==> config.mk <==
export PLATFORM = sky130hd
export DESIGN_NAME = brick_field
export DESIGN_NICKNAME = d
export VERILOG_FILES = /design/src/rtl/brick_field.sv
export SDC_FILE = /design/constraint.sdc
export NUM_CORES = 1
export LEC_CHECK = 0
export ABC_AREA = 1
export CAP_MARGIN = 40
export CORE_UTILIZATION = 58
export CTS_CLUSTER_SIZE = 8
export DETAILED_ROUTE_END_ITERATION = 8
export HOLD_SLACK_MARGIN = 0.12
export PLACE_DENSITY = 0.82
export SLEW_MARGIN = 20
export SYNTH_ARGS = -nofsm -noshare
export SYNTH_HDL_FRONTEND = slang
export SYNTH_SLANG_ARGS = --single-unit
==> constraint.sdc <==
create_clock -name clk -period 6.4 [get_ports clk]
set_input_delay 0.96 -clock clk [delete_from_list [all_inputs] [get_ports clk]]
set_output_delay 0.96 -clock clk [all_outputs]
set_load 0.02 [all_outputs]
==> src/rtl/brick_field.sv <==
// Brick wall: alive bitmap, one-brick-per-cycle ball collision scan, scoring and brick pixel render.
// Scan latency idx+2 cycles to the hit pulse (full miss: NROWS*NCOLS busy cycles); render latency 1 cycle.
module brick_field #(
  parameter int NCOLS     = 10,
  parameter int NROWS     = 4,
  parameter int BRICK_W   = 64,
  parameter int BRICK_H   = 16,
  parameter int TOP_Y     = 40,
  parameter int BALL_SIZE = 20,
  parameter int GAP       = 2
) (
  input  logic        clk,
  input  logic        rst,
  input  logic        scan_start,
  input  logic [9:0]  ball_x,
  input  logic [9:0]  ball_y,
  input  logic [9:0]  x,
  input  logic [9:0]  y,
  input  logic        active_pixels,
  output logic        hit,
  output logic        bounce_x,
  output logic        bounce_y,
  output logic [5:0]  hit_index,
  output logic [7:0]  score,
  output logic        all_clear,
  output logic        busy,
  output logic        brick_pixel,
  output logic [23:0] brick_color
);

  localparam int NB = NROWS * NCOLS;
  localparam int CW = (NCOLS > 1) ? $clog2(NCOLS) : 1;
  localparam int RW = (NROWS > 2) ? $clog2(NROWS) : 2;
  localparam int XS = $clog2(BRICK_W);
  localparam int YS = $clog2(BRICK_H);
  localparam logic [CW-1:0] LAST_COL = CW'(NCOLS - 1);
  localparam logic [5:0]    LAST_IDX = 6'(NB - 1);

  typedef enum logic [1:0] {IDLE, SCAN, HIT} state_t;

  state_t          state_q, state_d;
  logic [NB-1:0]   alive_q, alive_d;
  logic [9:0]      bx_q, bx_d, by_q, by_d;
  logic [5:0]      idx_q, idx_d;
  logic [CW-1:0]   col_q, col_d;
  logic [RW-1:0]   row_q, row_d;
  logic            hit_q, hit_d;
  logic            bnx_q, bnx_d, bny_q, bny_d;
  logic [5:0]      hit_index_q, hit_index_d;
  logic [7:0]      score_q, score_d;
  logic            all_clear_q;
  logic            pix_q;
  logic [23:0]     color_q;

  // Geometry of the brick currently under test; 11-bit sums so nothing wraps.
  logic [10:0] bx11, by11, brick_x, brick_y;
  logic        overlap, side;

  assign bx11    = {1'b0, bx_q};
  assign by11    = {1'b0, by_q};
  assign brick_x = 11'(col_q) * 11'(BRICK_W);
  assign brick_y = 11'(TOP_Y) + 11'(row_q) * 11'(BRICK_H);

  assign overlap = alive_q[idx_q]
                && (bx11 < brick_x + 11'(BRICK_W))
                && (bx11 + 11'(BALL_SIZE) > brick_x)
                && (by11 < brick_y + 11'(BRICK_H))
                && (by11 + 11'(BALL_SIZE) > brick_y);

  assign side = (by11 + 11'(BALL_SIZE) > brick_y + 11'd2)
             && (by11 < brick_y + 11'(BRICK_H - 2));

  always_comb begin
    state_d     = state_q;
    alive_d     = alive_q;
    bx_d        = bx_q;
    by_d        = by_q;
    idx_d       = idx_q;
    col_d       = col_q;
    row_d       = row_q;
    hit_d       = 1'b0;
    bnx_d       = 1'b0;
    bny_d       = 1'b0;
    hit_index_d = hit_index_q;
    score_d     = score_q;
    case (state_q)
      IDLE: begin
        if (scan_start) begin
          bx_d    = ball_x;
          by_d    = ball_y;
          idx_d   = '0;
          col_d   = '0;
          row_d   = '0;
          state_d = SCAN;
        end
      end
      SCAN: begin
        // idx/row/col stay put on overlap so HIT still addresses the same brick.
        if (overlap) begin
          state_d = HIT;
        end else if (idx_q == LAST_IDX) begin
          state_d = IDLE;
        end else begin
          idx_d = idx_q + 6'd1;
          if (col_q == LAST_COL) begin
            col_d = '0;
            row_d = row_q + RW'(1);
          end else begin
            col_d = col_q + CW'(1);
          end
        end
      end
      HIT: begin
        alive_d[idx_q] = 1'b0;
        hit_d          = 1'b1;
        hit_index_d    = idx_q;
        bnx_d          = side;
        bny_d          = !side;
        if (score_q != 8'hFF) score_d = score_q + 8'd1;
        state_d        = IDLE;
      end
      default: state_d = IDLE;
    endcase
  end

  always_ff @(posedge clk) begin
    if (!rst) begin
      state_q     <= IDLE;
      alive_q     <= '1;
      bx_q        <= '0;
      by_q        <= '0;
      idx_q       <= '0;
      col_q       <= '0;
      row_q       <= '0;
      hit_q       <= 1'b0;
      bnx_q       <= 1'b0;
      bny_q       <= 1'b0;
      hit_index_q <= '0;
      score_q     <= '0;
      all_clear_q <= 1'b0;
    end else begin
      state_q     <= state_d;
      alive_q     <= alive_d;
      bx_q        <= bx_d;
      by_q        <= by_d;
      idx_q       <= idx_d;
      col_q       <= col_d;
      row_q       <= row_d;
      hit_q       <= hit_d;
      bnx_q       <= bnx_d;
      bny_q       <= bny_d;
      hit_index_q <= hit_index_d;
      score_q     <= score_d;
      all_clear_q <= (alive_q == '0);
    end
  end

  // Render path: map scan coordinates to a brick cell and its face area.
  logic [10:0] yrel, prow;
  logic [9:0]  pcol;
  logic [5:0]  pidx;
  logic        in_grid, face, pix;
  logic [23:0] row_color;

  assign yrel    = {1'b0, y} - 11'(TOP_Y);
  assign prow    = yrel >> YS;
  assign pcol    = x >> XS;
  assign in_grid = ({1'b0, y} >= 11'(TOP_Y)) && (prow < 11'(NROWS)) && (pcol < 10'(NCOLS));
  assign pidx    = 6'(prow[RW-1:0]) * 6'(NCOLS) + 6'(pcol[CW-1:0]);
  assign face    = (x[XS-1:0] < XS'(BRICK_W - GAP)) && (yrel[YS-1:0] < YS'(BRICK_H - GAP));
  assign pix     = active_pixels && in_grid && alive_q[pidx] && face;

  always_comb begin
    case (prow[1:0])
      2'd0:    row_color = 24'hFF0000;
      2'd1:    row_color = 24'hFF8000;
      2'd2:    row_color = 24'hFFFF00;
      default: row_color = 24'h00FF00;
    endcase
  end

  always_ff @(posedge clk) begin
    if (!rst) begin
      pix_q   <= 1'b0;
      color_q <= '0;
    end else begin
      pix_q   <= pix;
      color_q <= pix ? row_color : 24'h000000;
    end
  end

  assign hit         = hit_q;
  assign bounce_x    = bnx_q;
  assign bounce_y    = bny_q;
  assign hit_index   = hit_index_q;
  assign score       = score_q;
  assign all_clear   = all_clear_q;
  assign busy        = (state_q != IDLE);
  assign brick_pixel = pix_q;
  assign brick_color = color_q;

endmodule
==> results.json <==
{
  "status": "complete, but fails checks",
  "violations": "DRC",
  "use_met2_pct": 51.19,
  "wl_per_cell_um": 14.17,
  "grt_max_degree": 77,
  "cts.clk_slew.worst_paths_ns": 0.11,
  "ir_drop_v": 0.0001535,
  "min_to": "by_q[9]$_SDFFE_PN0P_",
  "rows": 34,
  "antenna_left": 0,
  "layout_setup_ws_ns": 3.026,
  "holdBufCountCts": 0,
  "drive_above_1_share_pct": 3.910,
  "end_kind": "flop",
  "portBuffers": 77,
  "htreeDepth": 3,
  "power_density_nw_per_um2": 223.9,
  "fmax_mhz": 296.4,
  "cts_setup_buffers": 0,
  "initial_core_util_pct": 60.69,
  "syn_inst": 788,
  "min-delay-start": "by_q[9]$_SDFFE_PN0P_",
  "slew_headroom_pct": 51.11,
  "final_common_cell": "nand2_1",
  "cts_buffers": 9,
  "insertion_delay_ns": 0.38,
  "start_kind": "primary input",
  "min_period_ns": 3.374,
  "fin_util_pct": 70.83,
  "met1_usage_pct": 32.84,
  "die_y_um": 98.23,
  "r2r_end": "idx_q[3]$_SDFFE_PN0P_",
  "synth_area_leaders": "dfxtp_1, nand2_1, o21ai_0",
  "place_congestion": 0.9738,
  "antennaDiodeCount": 0,
  "cts_tree": "built",
  "pin_count": 88,
  "final_nets": 909,
  "netlist_area_um2": 5370,
  "fin_tns_setup_ns": 0,
  "reg2reg_depth": 16,
  "worstPathCellList": "clkdlybuf4s50_1, inv_1, ha_1, xor2_1, inv_1, ha_1, a21oi_1, o21bai_1, xor2_1, nand4_1, a21oi_1, nand2_1, nor2_1",
  "seqCellArea_um2": 1922,
  "post-place-ws_ns": 2.676,
  "internal-power_w": 0.0009358,
  "crit_fanout": 5,
  "dr.pass1.iters": 7,
  "cp.arrival_ns": 3.68,
  "p_clk_share_pct": 31.1,
  "finalPower_w": 0.001403,
  "dpl.hpwl_mm": 9.631,
  "clock_sinks": 96,
  "worst_pin_slew_ns": 0.7334,
  "core_um2": 8848,
  "sw_frac_of_total_pct": 33.32,
  "hold_class": "flop to flop",
  "root_buffer": "clkbuf_8",
  "grt_antenna_before_repair": 0,
  "avgSynthCellArea_um2": 6.815,
  "syn2layout_area_growth_pct": 16.71,
  "grtUsageTotal_pct": 28.78,
  "synthDistinctLibCells": 36,
  "setup_viol_count_final": 0,
  "crit_family": "buffers and inverters",
  "drv_slew": 0,
  "seqPwrFrac_pct": 45.8,
  "vias": 5424,
  "grt_pass1_wl_mm": 22.74,
  "rsz0062_at_grt": "false",
  "r2r-start": "bx_q[2]$_SDFFE_PN0P_",
  "mostFrequentLayoutCells": "nand2_1, dfxtp_1, o21ai_0, nor2_1, clkdlybuf4s50_1",
  "yosys_register_bits": 96,
  "worst-path-buf-inv": 3,
  "power_frac_comb_pct": 23.1,
  "die_w_um": 98.23,
  "slowest_stage": "clkdlybuf4s50_1",
  "busiest_layer": "met2",
  "synth_top_area_share_pct": 35.79,
  "cts_resized": 0,
  "drt_first_iter_violations": 292,
  "hold_viol_final": 0,
  "routed_wirelength_mm": 13.49,
  "grt_pass1_vias": 5171,
  "yosys_warnings": 0,
  "reg2reg_slack_ns": 3.66,
  "routed_via_density": 5.697,
  "p_leak_nw": 2.712,
  "multiInputGateArea_um2": 2908,
  "finalCritPeriodShare_pct": 52.72,
  "hold_depth": 2,
  "grt-ovfl-total": 0,
  "drc_errors": 5,
  "finalClockSkew_ns": 0.01359,
  "max_stage_delay_ns": 0.47,
  "worstPathRequired_ns": 6.71,
  "synth-seq-area-share_pct": 35.79,
  "startpoint": "y[3]",
  "switchingPower_w": 0.0004676,
  "dieArea_um2": 9648,
  "drv_cap": 0,
  "clk_path_buf_depth": 2,
  "use_met3_pct": 5.655,
  "path_class": "primary input to flop",
  "yosysTopAreaCell": "dfxtp_1",
  "nFillCells": 776
}
[power by group through the flow]
stage	clock network, W	registers [W]	logic [W]
after floorplan	0	0.000651	0.000238
after global placement	0	0.000658	0.000298
after detailed placement	0	0.000656	0.000315
after CTS	0.000438	0.000642	0.000319
after global routing	0.000458	0.000646	0.000367
final	0.000437	0.000643	0.000324
[synth_stat cells (all sizes together)]
cell type  count
nand2        190
dfxtp         96
o21ai         91
nor2          89
inv           74
nand3         61
a21oi         51
buf           30
ha            25
clkbuf        17
nand4         15
nor4          11
xor2           8
nor3           7
o211ai         4
xnor2          4
a211oi         3
a22oi          3
o21bai         2
a311oi         1
a31oi          1
conb           1
fa             1
nand3b         1
nor3b          1
o21a           1
[worst min-delay path: cells and delay by family (launching register included)]
family / cells / cell delay (ns)
DFF: 1 / 0.31
buffers and inverters: 1 / 0.06
AOI/OAI and AO/OA: 1 / 0.06
[worst max path at each step]
stage / endpoint / slack, ns / depth (start not counted)
floorplan: brick_color[15]$_SDFF_PN0_ / 3.49 / 12
global placement: brick_color[14]$_SDFF_PN0_ / 2.71 / 13
detailed placement: brick_color[15]$_SDFF_PN0_ / 2.68 / 13
CTS: brick_color[15]$_SDFF_PN0_ / 3.04 / 13
global route: brick_color[14]$_SDFF_PN0_ / 2.79 / 12
finish: brick_color[14]$_SDFF_PN0_ / 3.03 / 13
[through the flow]
| stage | area [um2] | cells | hold slack [ns] |
|---|---|---|---|
| after detailed placement | 6033 | 935 | 0.4512 |
| after floorplan | 5396 | 795 | 0.4292 |
| after CTS | 6252 | 951 | 0.4668 |
| final | 6267 | 952 | 0.4651 |
| after global placement | 6018 | 934 | 0.4404 |
| after global routing | 6267 | 952 | 0.4991 |
[layer usage]
layer,routed length (um),up-vias
met4,481,0
met1,5439,2462
met3,916,56
li1,-,2676
met5,0,-
met2,6651,230
[cell type report]
cell class	instances	area share [%]
clock inverters	7	1.517
inverters	74	4.472
multi-input cells	578	46.40
clock buffers	9	1.976
well taps	108	2.156
flip-flops and latches	96	30.66
repair buffers	80	12.82
[kinds of logic (layout without fill, tap and decap cells)]
group	Yosys count	after routing	synth area share, %
simple gates	375	375	30.03
buf+inv	121	170	10.55
compound gates	157	157	15.40
xor+xnor	12	12	1.957
flops	96	96	35.79
other cells	1	8	0.06983
fa+ha+maj	26	26	6.198
[registers in the layout, summed over array words and instances, names as in the netlist, 2 cells and up]
name / cells
hit_index: 6
idx_q: 6
col_q: 4
alive_q: 40
brick_color: 3
row_q: 2
score: 8
bx_q: 10
state_q: 2
by_q: 10
No activity file was read; power rests on OpenSTA's default activity.
==> RTL edit 1, RTL diff (same settings) <==
The 3 states of `state_t` get a one-hot encoding in 3 bits.
--- a/src/rtl/brick_field.sv
+++ b/src/rtl/brick_field.sv
@@ -38,3 +38,3 @@
 
-  typedef enum logic [1:0] {IDLE, SCAN, HIT} state_t;
+  typedef enum logic [2:0] {IDLE = 3'b001, SCAN = 3'b010, HIT = 3'b100} state_t;
 
Formal check against the unedited RTL: no difference found for any inputs over 10 cycles, from zero or initial values and one cycle with rst low; not proved beyond that.
==> RTL edit 1 against the original RTL <==
Hold slack improved by 0.010 ns. Clock power fell by 12%. Area after synthesis rose by 3.4%. Sequential cell count rose by 1. Via count barely moved. Global-route usage fell by 0.93 points. Routed wire length down 1.4%. First-iteration DRC count is 39% higher. Power rose by 12%. Final area up 2.2%. Count of clock-buffer cells in the layout did not move. Setup slack worse by 0.16 ns. Register-to-register slack gained 0.08 ns.
==> RTL edit 1: results (changes against the original RTL) <==
| Result | Reported | Change |
|---|---|---|
| Largest registers | alive_q x40, bx_q x10, by_q x10 |  |
| First-pass GRT wire length | 22.5 mm | -0.85% |
| Detail Placement HPWL | 9.74 mm | +1.2% |
| Clock Root Buffer | clkbuf_8 |  |
| Worst setup skew after layout | 0.0125 ns | -0.00110 ns |
| Mean area per synthesized cell | 6.98 sq um | +2.4% |
| Net count reported at finish | 914 | +0.55% |
| Async set or reset register ratio after synthesis | 0 | unchanged |
| Count of yosys warnings during synthesis | 0 | unchanged |
| Violation count after the first detailed-route iteration | 405 | +39% |
| Count of input and output buffers | 77 | unchanged |
| Routability-driven placement congestion ratio | 0.939 | -3.6% |
| Pin count of the biggest net entering global routing | 81 | +5.2% |
| Router iterations before antenna repair | 5 | -2 |
| Critical-path maximum fanout | 6 | +1 |
| Resized Gates After CTS | 0 | unchanged |
| Unique masters post-synth | 47 | +31% |
| Via count of the first global-routing pass | 4986 | -3.6% |
| Fillers | 785 | +1.2% |
| Max VDD drop | 0.156 mV | +1.6% |
| Clock-pin transition on the worst setup and hold timing paths | 0.11 ns | about the same |
| Sequential area share after synthesis | 0.350 | -0.00817 |
| Worst slew margin relative to its limit | 0.463 | -0.0481 |
| Largest buffer count on any clock path | 2 | unchanged |
| Average via count per standard cell | 5.54 | -2.8% |
| Min-Delay Path Class | flop to flop |  |
| Fraction of final layout cells sized beyond drive strength 1 | 0.0729 | +0.0338 |
| Leading post-synthesis cells by instance count | 173 x nand2_1, 97 x dfxtp_1, 88 x nor2_1, 88 x o21ai_0, 67 x inv_1 |  |
| Data arrival time of the critical path | 3.84 ns | +0.16 ns |
| Top FF cell, synth | dfxtp_1 |  |
| Status | complete, no violations |  |
| Cell types occupying the most area after synthesis | dfxtp_1 35%, nand2_1 12%, o21ai_0 7.9% |  |
| CTS H-tree depth | 3 | unchanged |
| Inserted Diodes | 0 | unchanged |
| Global-route total usage across every layer | 0.279 | -0.00927 |
| Post-CTS setup buffer count | 0 | unchanged |
| Non-filler cells, final | 979 | +2.8% |
| Wire length after detailed routing | 13.3 mm | -1.4% |
| Setup slack of the worst register-to-register path | 3.74 ns | +0.08 ns |
| Static leakage power | 0.00278 uW | +2.4% |
| Clock insertion delay at the later pin of the skew report | 0.38 ns | about the same |
| Number of cells in the design after placement | 963 | +3.0% |
| Number of buffers added by the clock tree synthesis step | 9 | unchanged |
| Number of antenna violations at the first check in global routing | 0 | unchanged |
-- RTL edit 1: cell count changes in the layout (fill, tap and decap cells not counted), sizes merged, moves of 3 or more --
| cell | unedited run | this run |
|---|---|---|
| a211oi | 3 | 0 |
| a21oi | 51 | 54 |
| nand2 | 190 | 181 |
| nand3 | 61 | 56 |
| nand4 | 15 | 8 |
| nor2 | 89 | 99 |
| nor3 | 7 | 15 |
| o21ai | 91 | 97 |
-- RTL edit 1: final timing paths --
check	from	depth (start not counted)	endpoint
max	y[3]	14	brick_color[22]$_SDFF_PN0_
max reg2reg	by_q[2]$_SDFFE_PN0P_	16	col_q[1]$_SDFFE_PN0P_
min	alive_q[36]$_SDFFE_PN1P_	2	alive_q[36]$_SDFFE_PN1P_
min reg2reg	alive_q[36]$_SDFFE_PN1P_	2	alive_q[36]$_SDFFE_PN1P_
-- RTL edit 1: metal layers --
metal  vias to the layer above  routed length, um  GRT usage
met3                        43                856     0.0425
met2                       212               6550      0.479
met5                         -                  0          0
li1                       2692                  -          -
met4                         0                359      0.127
met1                      2472               5530      0.344
-- RTL edit 1: power breakdown --
part           switching (uW)  internal [uW]
Clock                     234            149
Combinational             319            188
Sequential               43.4            640
-- RTL edit 1: final cells by class --
cell class                 instances  share of cell area
multi-input combinational        582               0.475
sequential                        97               0.303
timing repair buffer              79               0.123
inverter                          76              0.0449
tap                              129              0.0252
clock buffer                       9              0.0193
clock inverter                     7             0.00938
-- RTL edit 1: cells by family after synthesis --
logic type               share of synthesized area
AND/OR/NAND/NOR                              0.302
AO/OA/AOI/OAI                                0.164
buffers and inverters                        0.108
flip-flops                                   0.350
adder cells (fa/ha/maj)                     0.0577
XOR/XNOR                                    0.0173
other                                     0.000675
-- RTL edit 1: metrics by stage --
step	cell area (sq um)	hold slack (ns)	util	worst slack (ns)
after floorplan	5580	0.436	-	3.42
final	6400	0.475	0.693	2.86
after detailed placement	6220	0.459	0.673	2.49
after CTS	6400	0.476	0.693	2.87
after global placement	6200	0.452	0.671	2.49
after global routing	6400	0.513	0.693	2.59
-- RTL edit 1: critical path, stage by stage --
cell and delay [ns]:
clkdlybuf4s50_1 0.48, inv_1 0.06, ha_1 0.21, inv_1 0.07, nor2_1 0.04, nor2_1 0.29
inv_1 0.16, fa_1 0.67, inv_1 0.16, a221oi_1 0.22, o21ai_0 0.13, nand2_1 0.09
nand3_1 0.13, a21oi_1 0.17
==> RTL edit 2, RTL diff (config.mk and constraints unchanged) <==
Without the edit above. The parameter `BALL_SIZE` goes from 20 to 16.
--- a/src/rtl/brick_field.sv
+++ b/src/rtl/brick_field.sv
@@ -8,3 +8,3 @@
   parameter int TOP_Y     = 40,
-  parameter int BALL_SIZE = 20,
+  parameter int BALL_SIZE = 16,
   parameter int GAP       = 2
Function: changed (a bounded check fails within 4 cycles, from zero or initial values and one cycle with rst low).
==> RTL edit 2 against the original RTL <==
Power increased by 3.0%. Area after synthesis about the same. Via count decreased by 0.74%. Hold slack improved by 0.0039 ns. Non-clock buffer count increased by 1. Sequential cell count unchanged. Count of clock-buffer cells in the layout increased by 1. Setup slack got worse by 0.21 ns. Die area about the same. Routed wire length increased by 0.25%. First-iteration DRC count increased by 15%. Final area decreased by 0.36%.
==> RTL edit 2: results (changes against the original RTL) <==
| Result | Reported | Change |
|---|---|---|
| Setup slack of the worst register-to-register path | 3.72 ns | +0.06 ns |
| Setup slack after placement | 2.54 ns | -0.136 ns |
| Fraction of final layout cells sized beyond drive strength 1 | 0.0451 | +0.00598 |
| DRC Markers | 0 | -5 |
| Total placed instance area | 6000 sq um | -0.52% |
| Clock power frac | 0.316 | +0.005 |
| Cell depth of the worst flop-to-flop path | 14 | -2 |
| Detailed-route wire length on metal 1 | 5.77 mm | +6.2% |
| Leading post-synthesis cells by instance count | 186 x nand2_1, 96 x dfxtp_1, 90 x o21ai_0 |  |
| Cell types occupying the most area after synthesis | dfxtp_1 36%, nand2_1 13%, o21ai_0 8.4% |  |
| Global routing met1 resource utilization | 0.359 | +0.0307 |
| Unique masters post-synth | 45 | +25% |
| Detail Placement HPWL | 9.86 mm | +2.4% |
| Post-CTS setup buffer count | 0 | unchanged |
| First-pass GRT wire length | 23.0 mm | +1.1% |
| Non-filler cells, final | 951 | -0.11% |
| Average wire length per cell after detail routing | 14.2 um | +0.36% |
| Startpoint of the worst hold path | hit_index[0]$_SDFFE_PN0P_ |  |
| Mean area per synthesized cell | 6.82 sq um | about the same |
| Met2 WL post-DR | 6.44 mm | -3.2% |
| Final period demand of the worst path | 3.58 ns | +0.206 ns |
| FF-to-FF Start | col_q[0]$_SDFFE_PN0P_ |  |
| Violation count after the first detailed-route iteration | 336 | +15% |
| Global-route total usage across every layer | 0.291 | +0.00343 |
| Pin count of the biggest net entering global routing | 78 | +1.3% |
| Vias after detailed routing | 5384 | -0.74% |
| Sequential area share after synthesis | 0.358 | about the same |
| Highest signal layer in the routed design | met4 |  |
| Routability-driven placement congestion ratio | 0.941 | -3.4% |
| Via count of the first global-routing pass | 5093 | -1.5% |
| Ratio of total power to cell area | 231 nW/um^2 | +3.3% |
| Power drawn by the sequential cells | 648 uW | +0.8% |
| Status | complete, no violations |  |
| Met2 routing resource usage after global routing | 0.490 | -0.0222 |
| Number of cells in the design after placement | 934 | -0.11% |
| Static leakage power | 0.00276 uW | +1.9% |
| Data arrival time of the critical path | 3.88 ns | +0.20 ns |
| Switching power total | 459 uW | -1.9% |
| Worst setup skew after layout | 0.00822 ns | -0.00537 ns |
| Global-route track usage on met3 | 0.0472 | -0.00931 |
| Wire length on met3 | 887 um | -3.2% |
| Worst min-delay path endpoint | hit_index[0]$_SDFFE_PN0P_ |  |
| Max VDD drop | 0.140 mV | -8.7% |
| Fillers | 746 | -3.9% |
| Worst path max stage delay | 0.55 ns | +0.08 ns |
| Cell at the slowest stage of the critical path | ha_1 |  |
| Transition time at the pin with the least slew margin | 0.713 ns | -0.0207 ns |
| Worst setup path endpoint | brick_color[22]$_SDFF_PN0_ |  |
| Critical-path maximum fanout | 12 | +7 |
| Overall Power | 1440 uW | +3.0% |
| Net count reported at finish | 906 | -0.33% |
-- RTL edit 2: cell types whose count changed after synthesis, sizes merged, moves of 3 or more --
cell    unedited run  this run
xnor2              4         0
buf               30        34
nand3             61        53
inv               74        81
o21ai             91        99
nand4             15         8
clkbuf            17        14
-- RTL edit 2: cells by family after synthesis --
kind of cell / synth area share
xor+xnor: 0.0131
simple gates: 0.290
flops: 0.358
compound gates: 0.162
other cells: 0.000699
fa+ha+maj: 0.0573
buf+inv: 0.120
-- RTL edit 2: final cells by class --
| class | instances | area share |
|---|---|---|
| clock buffers | 10 | 0.0220 |
| clock inverters | 6 | 0.0144 |
| inverters | 83 | 0.0511 |
| multi-input cells | 567 | 0.453 |
| flip-flops and latches | 96 | 0.308 |
| well taps | 108 | 0.0216 |
| repair buffers | 81 | 0.130 |
